$ cat config.mk
export PLATFORM = sky130hd
export DESIGN_NAME = frame_update_scheduler_flat
export DESIGN_NICKNAME = d
export VERILOG_FILES = /design/src/rtl/skyhop_pkg.sv /design/src/rtl/frame_update_scheduler_if.sv /design/src/rtl/sync_edge_detect.sv /design/src/rtl/frame_update_scheduler.sv /design/src/flat_wrapper.sv
export SDC_FILE = /design/constraint.sdc
export NUM_CORES = 1
export LEC_CHECK = 0
export BUFFER_PORTS_ARGS = -buffer_cell sky130_fd_sc_hd__buf_2
export CAP_MARGIN = 20
export CORE_MARGIN = 2
export CORE_UTILIZATION = 30
export CTS_CLUSTER_SIZE = 14
export DETAILED_ROUTE_END_ITERATION = 8
export GPL_TIMING_DRIVEN = 1
export PLACE_DENSITY_LB_ADDON = 0.12
export SYNTH_ARGS = -nofsm -noshare
export SYNTH_HDL_FRONTEND = slang
export SYNTH_SLANG_ARGS = --single-unit
$ cat constraint.sdc
create_clock -name clk -period 1.65 [get_ports clk]
set_input_delay 0.165 -clock clk [delete_from_list [all_inputs] [get_ports clk]]
set_output_delay 0.165 -clock clk [all_outputs]
set_load 0.02 [all_outputs]
$ cat src/rtl/skyhop_pkg.sv
// rtl/skyhop_pkg.sv - shared encodings for the SkyHop frame update scheduler
// Holds the scheduler state encoding, the update stage indices and the
// default per-stage watchdog limit.
package skyhop_pkg;

    typedef enum logic [1:0] {
        IDLE  = 2'd0,
        START = 2'd1,
        WAIT  = 2'd2,
        SWAP  = 2'd3
    } state_t;

    localparam int unsigned STG_INPUT    = 0;
    localparam int unsigned STG_PLAYER   = 1;
    localparam int unsigned STG_PLATFORM = 2;
    localparam int unsigned STG_COLLIDE  = 3;

    localparam int TIMEOUT_CYC_DEF = 65535;

endpackage

$ cat src/rtl/frame_update_scheduler_if.sv
// rtl/frame_update_scheduler_if.sv - scheduler <-> VGA timing / game-logic signal bundle
// Signals:
//   vs_in        vsync from the VGA timing generator
//   stage_done   per-stage completion, one bit per stage
//   clr_flags    synchronous clear of the sticky flags
//   stage_start  one-hot one-cycle stage start pulse
//   render_swap  one-cycle pulse after the last stage completes
//   busy         scheduler not idle
//   overrun      sticky: vsync edge arrived while busy
//   timeout      sticky: a stage watchdog abort occurred
//   fault_stage  index of the stage that timed out
//   frame_cnt    count of completed frames
// Modports: master = scheduler side, slave = environment side.
interface frame_update_scheduler_if #(
    parameter int N_STAGES    = 4,
    parameter int FRAME_CNT_W = 16
);
    logic                   vs_in;
    logic [N_STAGES-1:0]    stage_done;
    logic                   clr_flags;
    logic [N_STAGES-1:0]    stage_start;
    logic                   render_swap;
    logic                   busy;
    logic                   overrun;
    logic                   timeout;
    logic [2:0]             fault_stage;
    logic [FRAME_CNT_W-1:0] frame_cnt;

    modport master (
        input  vs_in, stage_done, clr_flags,
        output stage_start, render_swap, busy, overrun, timeout, fault_stage, frame_cnt
    );

    modport slave (
        output vs_in, stage_done, clr_flags,
        input  stage_start, render_swap, busy, overrun, timeout, fault_stage, frame_cnt
    );
endinterface

$ cat src/rtl/sync_edge_detect.sv
// rtl/sync_edge_detect.sv - registered vsync with polarity-aware active-edge pulse
// Ports:
//   clk, rst     clock, asynchronous active-high reset
//   sig          input level (same clock domain)
//   edge_pulse   high the cycle sig becomes active
module sync_edge_detect #(
    parameter bit ACTIVE_LOW = 1'b1
) (
    input  logic clk,
    input  logic rst,
    input  logic sig,
    output logic edge_pulse
);
    localparam logic INACTIVE = ACTIVE_LOW ? 1'b1 : 1'b0;

    logic sig_q;

    // Resetting to the inactive level means an idle vsync after reset is not an edge.
    always_ff @(posedge clk or posedge rst) begin
        if (rst) begin
            sig_q <= INACTIVE;
        end else begin
            sig_q <= sig;
        end
    end

    assign edge_pulse = (sig_q == INACTIVE) && (sig != INACTIVE);
endmodule

$ cat src/rtl/frame_update_scheduler.sv
// rtl/frame_update_scheduler.sv - per-frame sequencer for the SkyHop game-logic update stages
// On each active vsync edge, starts each stage in order, waits for its done,
// then issues a one-cycle render swap and counts the frame.
// Ports:
//   clk, rst   clock, asynchronous active-high reset
//   bus        frame_update_scheduler_if.master (vsync, stage handshakes, flags, counters)
// Optional feature: define WATCHDOG_EN to abort a stage that does not answer within
// TIMEOUT_CYC cycles of WAIT (sets timeout/fault_stage, no swap).
module frame_update_scheduler
    import skyhop_pkg::*;
#(
    parameter int N_STAGES      = 4,
    parameter int VS_ACTIVE_LOW = 1,
    parameter int TIMEOUT_CYC   = TIMEOUT_CYC_DEF,
    parameter int FRAME_CNT_W   = 16
) (
    input logic                      clk,
    input logic                      rst,
    frame_update_scheduler_if.master bus
);
    localparam logic [2:0]          LAST_IDX = 3'(N_STAGES - 1);
    localparam logic [N_STAGES-1:0] ONE      = N_STAGES'(1);

    state_t                 state_q, state_d;
    logic [2:0]             idx_q, idx_d;
    logic [N_STAGES-1:0]    sel;
    logic                   done_sel;
    logic                   vs_edge;
    logic                   wd_fire;
    logic                   overrun_q;
    logic [FRAME_CNT_W-1:0] frame_q;

    sync_edge_detect #(.ACTIVE_LOW(VS_ACTIVE_LOW != 0)) u_vs_edge (
        .clk        (clk),
        .rst        (rst),
        .sig        (bus.vs_in),
        .edge_pulse (vs_edge)
    );

    // One-hot of the current stage; masking stage_done with it ignores other stages' done.
    assign sel      = ONE << idx_q;
    assign done_sel = |(bus.stage_done & sel);

    always_comb begin
        state_d         = state_q;
        idx_d           = idx_q;
        bus.stage_start = '0;
        bus.render_swap = 1'b0;
        case (state_q)
            IDLE: begin
                if (vs_edge) begin
                    state_d = START;
                    idx_d   = '0;
                end
            end
            START: begin
                bus.stage_start = sel;
                state_d         = WAIT;
            end
            WAIT: begin
                if (done_sel) begin
                    if (idx_q == LAST_IDX) begin
                        state_d = SWAP;
                    end else begin
                        idx_d   = idx_q + 3'd1;
                        state_d = START;
                    end
                end else if (wd_fire) begin
                    state_d = IDLE;
                end
            end
            SWAP: begin
                bus.render_swap = 1'b1;
                state_d         = IDLE;
            end
            default: state_d = IDLE;
        endcase
    end

    always_ff @(posedge clk or posedge rst) begin
        if (rst) begin
            state_q   <= IDLE;
            idx_q     <= '0;
            frame_q   <= '0;
            overrun_q <= 1'b0;
        end else begin
            state_q <= state_d;
            idx_q   <= idx_d;
            if (state_q == SWAP) begin
                frame_q <= frame_q + 1'b1;
            end
            // Later assignment wins: a new overrun beats a same-cycle clear.
            if (bus.clr_flags) begin
                overrun_q <= 1'b0;
            end
            if (vs_edge && (state_q != IDLE)) begin
                overrun_q <= 1'b1;
            end
        end
    end

    assign bus.busy      = (state_q != IDLE);
    assign bus.overrun   = overrun_q;
    assign bus.frame_cnt = frame_q;

`ifdef WATCHDOG_EN
    localparam int WD_W = $clog2(TIMEOUT_CYC + 1);

    logic [WD_W-1:0] wd_q;
    logic            timeout_q;
    logic [2:0]      fault_q;

    // Fires on the TIMEOUT_CYC-th WAIT cycle without done; done in that cycle still wins.
    assign wd_fire = (state_q == WAIT) && (wd_q == WD_W'(TIMEOUT_CYC - 1));

    always_ff @(posedge clk or posedge rst) begin
        if (rst) begin
            wd_q      <= '0;
            timeout_q <= 1'b0;
            fault_q   <= '0;
        end else begin
            if (state_q == START) begin
                wd_q <= '0;
            end else if (state_q == WAIT) begin
                wd_q <= wd_q + 1'b1;
            end
            if (bus.clr_flags) begin
                timeout_q <= 1'b0;
            end
            if (wd_fire && !done_sel) begin
                timeout_q <= 1'b1;
                fault_q   <= idx_q;
            end
        end
    end

    assign bus.timeout     = timeout_q;
    assign bus.fault_stage = fault_q;
`else
    logic unused_timeout;

    assign wd_fire         = 1'b0;
    assign bus.timeout     = 1'b0;
    assign bus.fault_stage = 3'd0;
    assign unused_timeout  = (TIMEOUT_CYC == 0);
`endif

endmodule

$ cat src/flat_wrapper.sv
// flat-port wrapper written by rule: the top's interface ports become plain ports
module frame_update_scheduler_flat import skyhop_pkg::*;
#(
    parameter int N_STAGES      = 4,
    parameter int VS_ACTIVE_LOW = 1,
    parameter int TIMEOUT_CYC   = TIMEOUT_CYC_DEF,
    parameter int FRAME_CNT_W   = 16
)
  (clk, rst, bus_vs_in, bus_stage_done, bus_clr_flags, bus_stage_start, bus_render_swap, bus_busy, bus_overrun, bus_timeout, bus_fault_stage, bus_frame_cnt);
  frame_update_scheduler_if #(.N_STAGES(N_STAGES), .FRAME_CNT_W(FRAME_CNT_W)) bus_i ();
  input logic clk;
  input logic rst;
  input wire logic [$bits(bus_i.vs_in)-1:0] bus_vs_in;
  input wire logic [$bits(bus_i.stage_done)-1:0] bus_stage_done;
  input wire logic [$bits(bus_i.clr_flags)-1:0] bus_clr_flags;
  output wire logic [$bits(bus_i.stage_start)-1:0] bus_stage_start;
  output wire logic [$bits(bus_i.render_swap)-1:0] bus_render_swap;
  output wire logic [$bits(bus_i.busy)-1:0] bus_busy;
  output wire logic [$bits(bus_i.overrun)-1:0] bus_overrun;
  output wire logic [$bits(bus_i.timeout)-1:0] bus_timeout;
  output wire logic [$bits(bus_i.fault_stage)-1:0] bus_fault_stage;
  output wire logic [$bits(bus_i.frame_cnt)-1:0] bus_frame_cnt;
  assign bus_i.vs_in = bus_vs_in;
  assign bus_i.stage_done = bus_stage_done;
  assign bus_i.clr_flags = bus_clr_flags;
  assign bus_stage_start = bus_i.stage_start;
  assign bus_render_swap = bus_i.render_swap;
  assign bus_busy = bus_i.busy;
  assign bus_overrun = bus_i.overrun;
  assign bus_timeout = bus_i.timeout;
  assign bus_fault_stage = bus_i.fault_stage;
  assign bus_frame_cnt = bus_i.frame_cnt;
  frame_update_scheduler #(.N_STAGES(N_STAGES), .VS_ACTIVE_LOW(VS_ACTIVE_LOW), .TIMEOUT_CYC(TIMEOUT_CYC), .FRAME_CNT_W(FRAME_CNT_W)) u_core (.clk(clk), .rst(rst), .bus(bus_i));
endmodule
After elaboration in Yosys (flattened, before gate mapping)
Cells that the tools add are included.
W data, S select, Z words.
{"block": "word_totals", "reg_bits": 23, "inputBits": 8, "out_inout_bits": 27, "wordCells": 38}
{"block": "op_classes", "add_sub_neg": 2, "n_eq_ne": 7, "shifts": 1, "n_mux": 12, "bitwise_logic": 2, "n_reduce_logical": 9}
{"op": "$add A16 B1 Y16 const B", "count": 1}
{"op": "$mux W3", "count": 3}
{"op": "$pmux W2 S4", "count": 1}
{"op": "$mux W2", "count": 3}
{"op": "$pmux W3 S2", "count": 1}
{"op": "$reduce_bool A2 Y1", "count": 3}
{"op": "$and A4 B4 Y4", "count": 1}
{"op": "$eq A2 B2 Y1 const B", "count": 2}
{"op": "$mux W4", "count": 1}
{"op": "$ne A2 B1 Y1 const B", "count": 2}
{"op": "$reduce_and A4 Y1", "count": 1}
{"op": "$reduce_or A4 Y1", "count": 1}
{"op": "$shl A1 B3 Y4 const A", "count": 1}
{"op": "$add A3 B1 Y3 const B", "count": 1}
{"op": "$eq A3 B2 Y1 const B", "count": 1}
{"op": "$mux W1", "count": 3}
{"op": "$eq A2 B1 Y1 const B", "count": 1}
{"op": "$logic_and A1 B1 Y1", "count": 2}
{"op": "$logic_not A2 Y1", "count": 1}
{"op": "$ne A2 B2 Y1 const B", "count": 1}
{"op": "$reduce_and A2 Y1", "count": 1}
{"op": "$not A1 Y1", "count": 1}

Longest topological paths before layout
{"block": "logic_depth", "ltp_word": 5, "ltp_mapped": 6, "ltp_nobuf": 6}

Modules after synthesis
From an unflattened synthesis, not the netlist that was laid out.
{"block": "unflattened", "cells_unflattened": 110, "hier_area_um2": 1183.6}
{"module": "frame_update_scheduler", "n_inst": 1, "cells_each": 107, "area_per_inst_um2": 1139.8, "seq_area_each_um2": 550.5}
{"module": "sync_edge_detect", "n_inst": 1, "cells_each": 3, "area_per_inst_um2": 43.8, "seq_area_each_um2": 26.3}

Worst setup path after synthesis
Ideal clock, no wire load.
{"block": "synth_path", "path_kind": "register to register", "from": "register u_core.idx_q[0]", "to": "register u_core.idx_q[0]", "setup_ns": 0.128, "t_arrival_ns": 1.565, "t_required_ns": 1.522, "setup_slack_ns": -0.042, "stages_incl_launch_ff": 7, "path_buffers": 0, "synth_period_minus_slack_ns": 1.692, "cell_sequence": "dfrtp_1 -> ha_1 -> ha_1 -> nor2_1 -> a31oi_2 -> a21oi_2 -> mux2_1"}
{"block": "synth_via", "elab_chain_cells": 5, "elab_cells_between_ends": 11, "cone_classes": "1 x add/sub; 3 x eq/ne; 1 x shift; 3 x mux; 1 x bitwise; 2 x reduce/logical"}
{"element": "from (decl)", "line": "frame_update_scheduler.sv:25", "source": "logic [2:0] idx_q, idx_d;"}
{"element": "from (signal assigned)", "line": "frame_update_scheduler.sv:88", "source": "idx_q <= idx_d;"}
{"element": "parallel branches: the longest is 5 deep, another holds $add A3 B1 Y3"}
Parallel ways; which one is timed is not known. The select of a mux whose other input is x is not followed.
A chain may end at the register's enable or synchronous reset.

Worst setup path after layout
{"block": "layout_path", "from": "register u_core.idx_q[0]", "to": "register u_core.idx_q[2]"}
Same word-level chain as after synthesis.

==> results.sh <==
export IMPL_status="complete, but fails checks"
export IMPL_violations="negative setup slack"
export IMPL_critPathCaptureType="flip-flop"
export IMPL_grt_overflow_total=0
export IMPL_synth_edff_count=0
export IMPL_min_period_ns=1.65
export IMPL_synth_cell_types=33
export IMPL_ios=35
export IMPL_die_h_um=66.6
export IMPL_r2r_end="u_core.idx_q[2]$_DFFE_PP0P_"
export IMPL_fin_skew_ns=0.00410
export IMPL_row_count=22
export IMPL_portBuffers=30
export IMPL_hp_class="in2reg"
export IMPL_cts_sinks=23
export IMPL_peakVddDrop_mv=0.963
export IMPL_grt_usage_pct=11.5
export IMPL_rrSetupSlack_ns=-0.002
export IMPL_diodes=0
export IMPL_startpoint="u_core.idx_q[0]$_DFFE_PP0P_"
export IMPL_syn_inst=112
export IMPL_max_freq_mhz=605
export IMPL_post_drt_wl_per_cell_um=11.4
export IMPL_avgSynthCellArea_um2=10.5
export IMPL_yosysSeqAreaShare_pct=49.1
export IMPL_synth_largest_area_cell="dfrtp_1"
export IMPL_cts_tree="yes"
export IMPL_fp_dieW_um=66.6
export IMPL_synthTopCellsByCount="22 x dfrtp_1, 13 x xnor2_1, 11 x nand2_1"
export IMPL_grt_pass1_vias=880
export IMPL_hold_depth=1
export IMPL_synth_area_mm2=0.00117
export IMPL_grt_pass1_wl_mm=3.86
export IMPL_gp_congestion=0.745
export IMPL_whs_ns=0.0103
export IMPL_hpwl_mm=1.71
export IMPL_power_mw=2.14
export IMPL_clk_latency_ns=0.26
export IMPL_h_tree_depth=1
export IMPL_dpl_worst_slack_ns=-0.0526
export IMPL_rsz0062_at_grt="yes"
export IMPL_ys_ff_latch=23
export IMPL_cts_buffers=3
export IMPL_cp_max_fo=3
export IMPL_cp_data_required_time_ns=1.80
export IMPL_criticalPathCategory="reg2reg"
export IMPL_synthMuxAreaShare_pct=3.73
export IMPL_clk_pin_slew_ns=0.08
export IMPL_wl_met3_um=107
export IMPL_ys_flop_type="dfrtp_1"
export IMPL_p_leak_nw=0.777
export IMPL_synth_top_cell_area_share_pct=46.9
export IMPL_crit_end="u_core.idx_q[2]$_DFFE_PP0P_"
export IMPL_drc=0
export IMPL_wl_met2_mm=1.11
export IMPL_rr_startpoint="u_core.idx_q[0]$_DFFE_PP0P_"
export IMPL_synth_fa_ha_area_share_pct=6.39
export IMPL_yosys_warnings=0
export IMPL_cts_root_buf="clkbuf_8"
export IMPL_placed_cell_area_mm2=0.00141
export IMPL_syn_to_final_growth_pct=33.1
export IMPL_final_core_util_pct=42.1
export IMPL_drt_initial_drc_count=38
export IMPL_viasPerCell=4.42
export IMPL_design_area_mm2=0.00156
export IMPL_reg2reg_depth=6
export IMPL_ant_nets=0
export IMPL_start_util_pct=31.6
export IMPL_power_density_mw_per_mm2=1370
export IMPL_setup_viol=2
export IMPL_first_pass_iters=4
export IMPL_via_count=893
export IMPL_fin_ws_ns=-0.00235
export IMPL_synth_xor_area_share_pct=11.2
export IMPL_dieArea_mm2=0.00443
export IMPL_synth_top_family_by_area="simple AND/OR/NAND/NOR gates"
export IMPL_core_area_mm2=0.00372
export IMPL_grt_max_degree=24
export IMPL_routed_wirelength_mm=2.30
export IMPL_dr_max_layer_used="met4"
export IMPL_drive_gt1_share_pct=39.0
export IMPL_synth_most_common_cell="dfrtp_1"
export IMPL_synth_compound_area_share_pct=5.11
export IMPL_yosys_area_share_simple_pct=19.0
export IMPL_drv_slew=0
export IMPL_antenna_found_initial=0
export IMPL_start_kind="flip-flop"
export IMPL_drv_cap=0
export IMPL_async_reset_ff_share_pct=100
export IMPL_hold_viol_final=0
export IMPL_synthTopCellsByArea="dfrtp_1 47%, xnor2_1 9.7%, ha_1 6.4%, nand2_1 3.5%, nor2_1 3.2%"
export IMPL_finalCritPeriodShare_pct=100
export IMPL_worstPathArrival_ns=1.80
export IMPL_wl_met1_mm=1.07
export IMPL_nets=169
export IMPL_ctsLongestPathBuffers=2
[per-layer routing]
metal  track usage [%]  vias up
met5                 0        -
met4              3.06        0
met3              3.04        3
met2              19.4       20
met1              14.5      423
li1                  -      447
[repair_timing]
action	in CTS	in global routing
hold buffers	1	0
endpoints found under the setup margin	2	4
buffers inserted	3	0
resized for setup	9	6
pin swaps	5	5
endpoints found under the hold margin	22	0
[logic make-up (layout without fill, tap and decap cells)]
group | after synthesis | count (layout)
and+or+nand+nor | 44 | 44
DFF | 23 | 23
xor gates and xnor gates | 15 | 15
buffers and inverters | 12 | 51
AOI/OAI and AO/OA | 7 | 7
adders and majority gates | 6 | 6
muxes | 4 | 4
other | 1 | 4
[layout by cell type (no fill, tap or decap), types with 2 or more instances in the layout]
cell,instances
conb_1,4
and2_1,3
dfrtp_1,22
nand2_1,11
nand3_1,4
and3_1,4
mux2_4,2
nand2b_1,2
buf_4,6
nand4_1,4
ha_2,3
buf_6,3
ha_4,2
xor2_1,2
buf_2,30
xnor2_1,13
inv_2,2
inv_1,5
clkbuf_8,3
nor2_1,9
[registers in the layout (all words and copies together) (netlist names)]
name / cells
u_core.bus.overrun: 1
u_core.idx_q: 3
u_core.u_vs_edge.sig_q: 1
u_core.state_q: 2
u_core.bus.frame_cnt: 16
[how the worst min path moves through the flow]
stage	start	end	slack, ns
after floorplan	rst	u_core.bus.frame_cnt[0]$_DFFE_PP0P_	0.17
after global placement	rst	u_core.bus.frame_cnt[0]$_DFFE_PP0P_	0.22
after detailed placement	rst	u_core.bus.frame_cnt[1]$_DFFE_PP0P_	0.22
after CTS	bus_vs_in	u_core.u_vs_edge.sig_q$_DFF_PP1_	0.004
after global routing	bus_vs_in	u_core.u_vs_edge.sig_q$_DFF_PP1_	0.001
final	bus_vs_in	u_core.u_vs_edge.sig_q$_DFF_PP1_	0.01
[metrics by stage]
stage / TNS (ns) / instances
3_5_place_dp: -0.100 / 194
3_3_place_gp: -0.0324 / 194
4_1_cts: 0 / 202
5_1_grt: -0.323 / 202
6_report: -0.00448 / 202
2_1_floorplan: 0 / 115
[power breakdown]
group	switching [mW]	leakage, nW	internal, mW	total, mW
logic	0.515	0.447	0.477	0.992
clock network	0.172	0.0228	0.172	0.344
registers	0.129	0.307	0.674	0.803
[cell type report]
| class | count | area, um2 |
|---|---|---|
| clock buffers | 4 | 45.0 |
| fillers | 377 | 2150 |
| inverters | 7 | 26.3 |
| multi-input cells | 80 | 617 |
| flip-flops and latches | 23 | 577 |
| well taps | 48 | 60.1 |
| repair buffers | 40 | 239 |
[critical path, stage by stage, from the launching register on]
cell	delay (ns)
dfrtp_1	0.41
ha_2	0.20
ha_4	0.16
nor2_4	0.11
a31oi_4	0.12
a21oi_4	0.23
mux2_4	0.31
(Power assumes the default switching activity.)
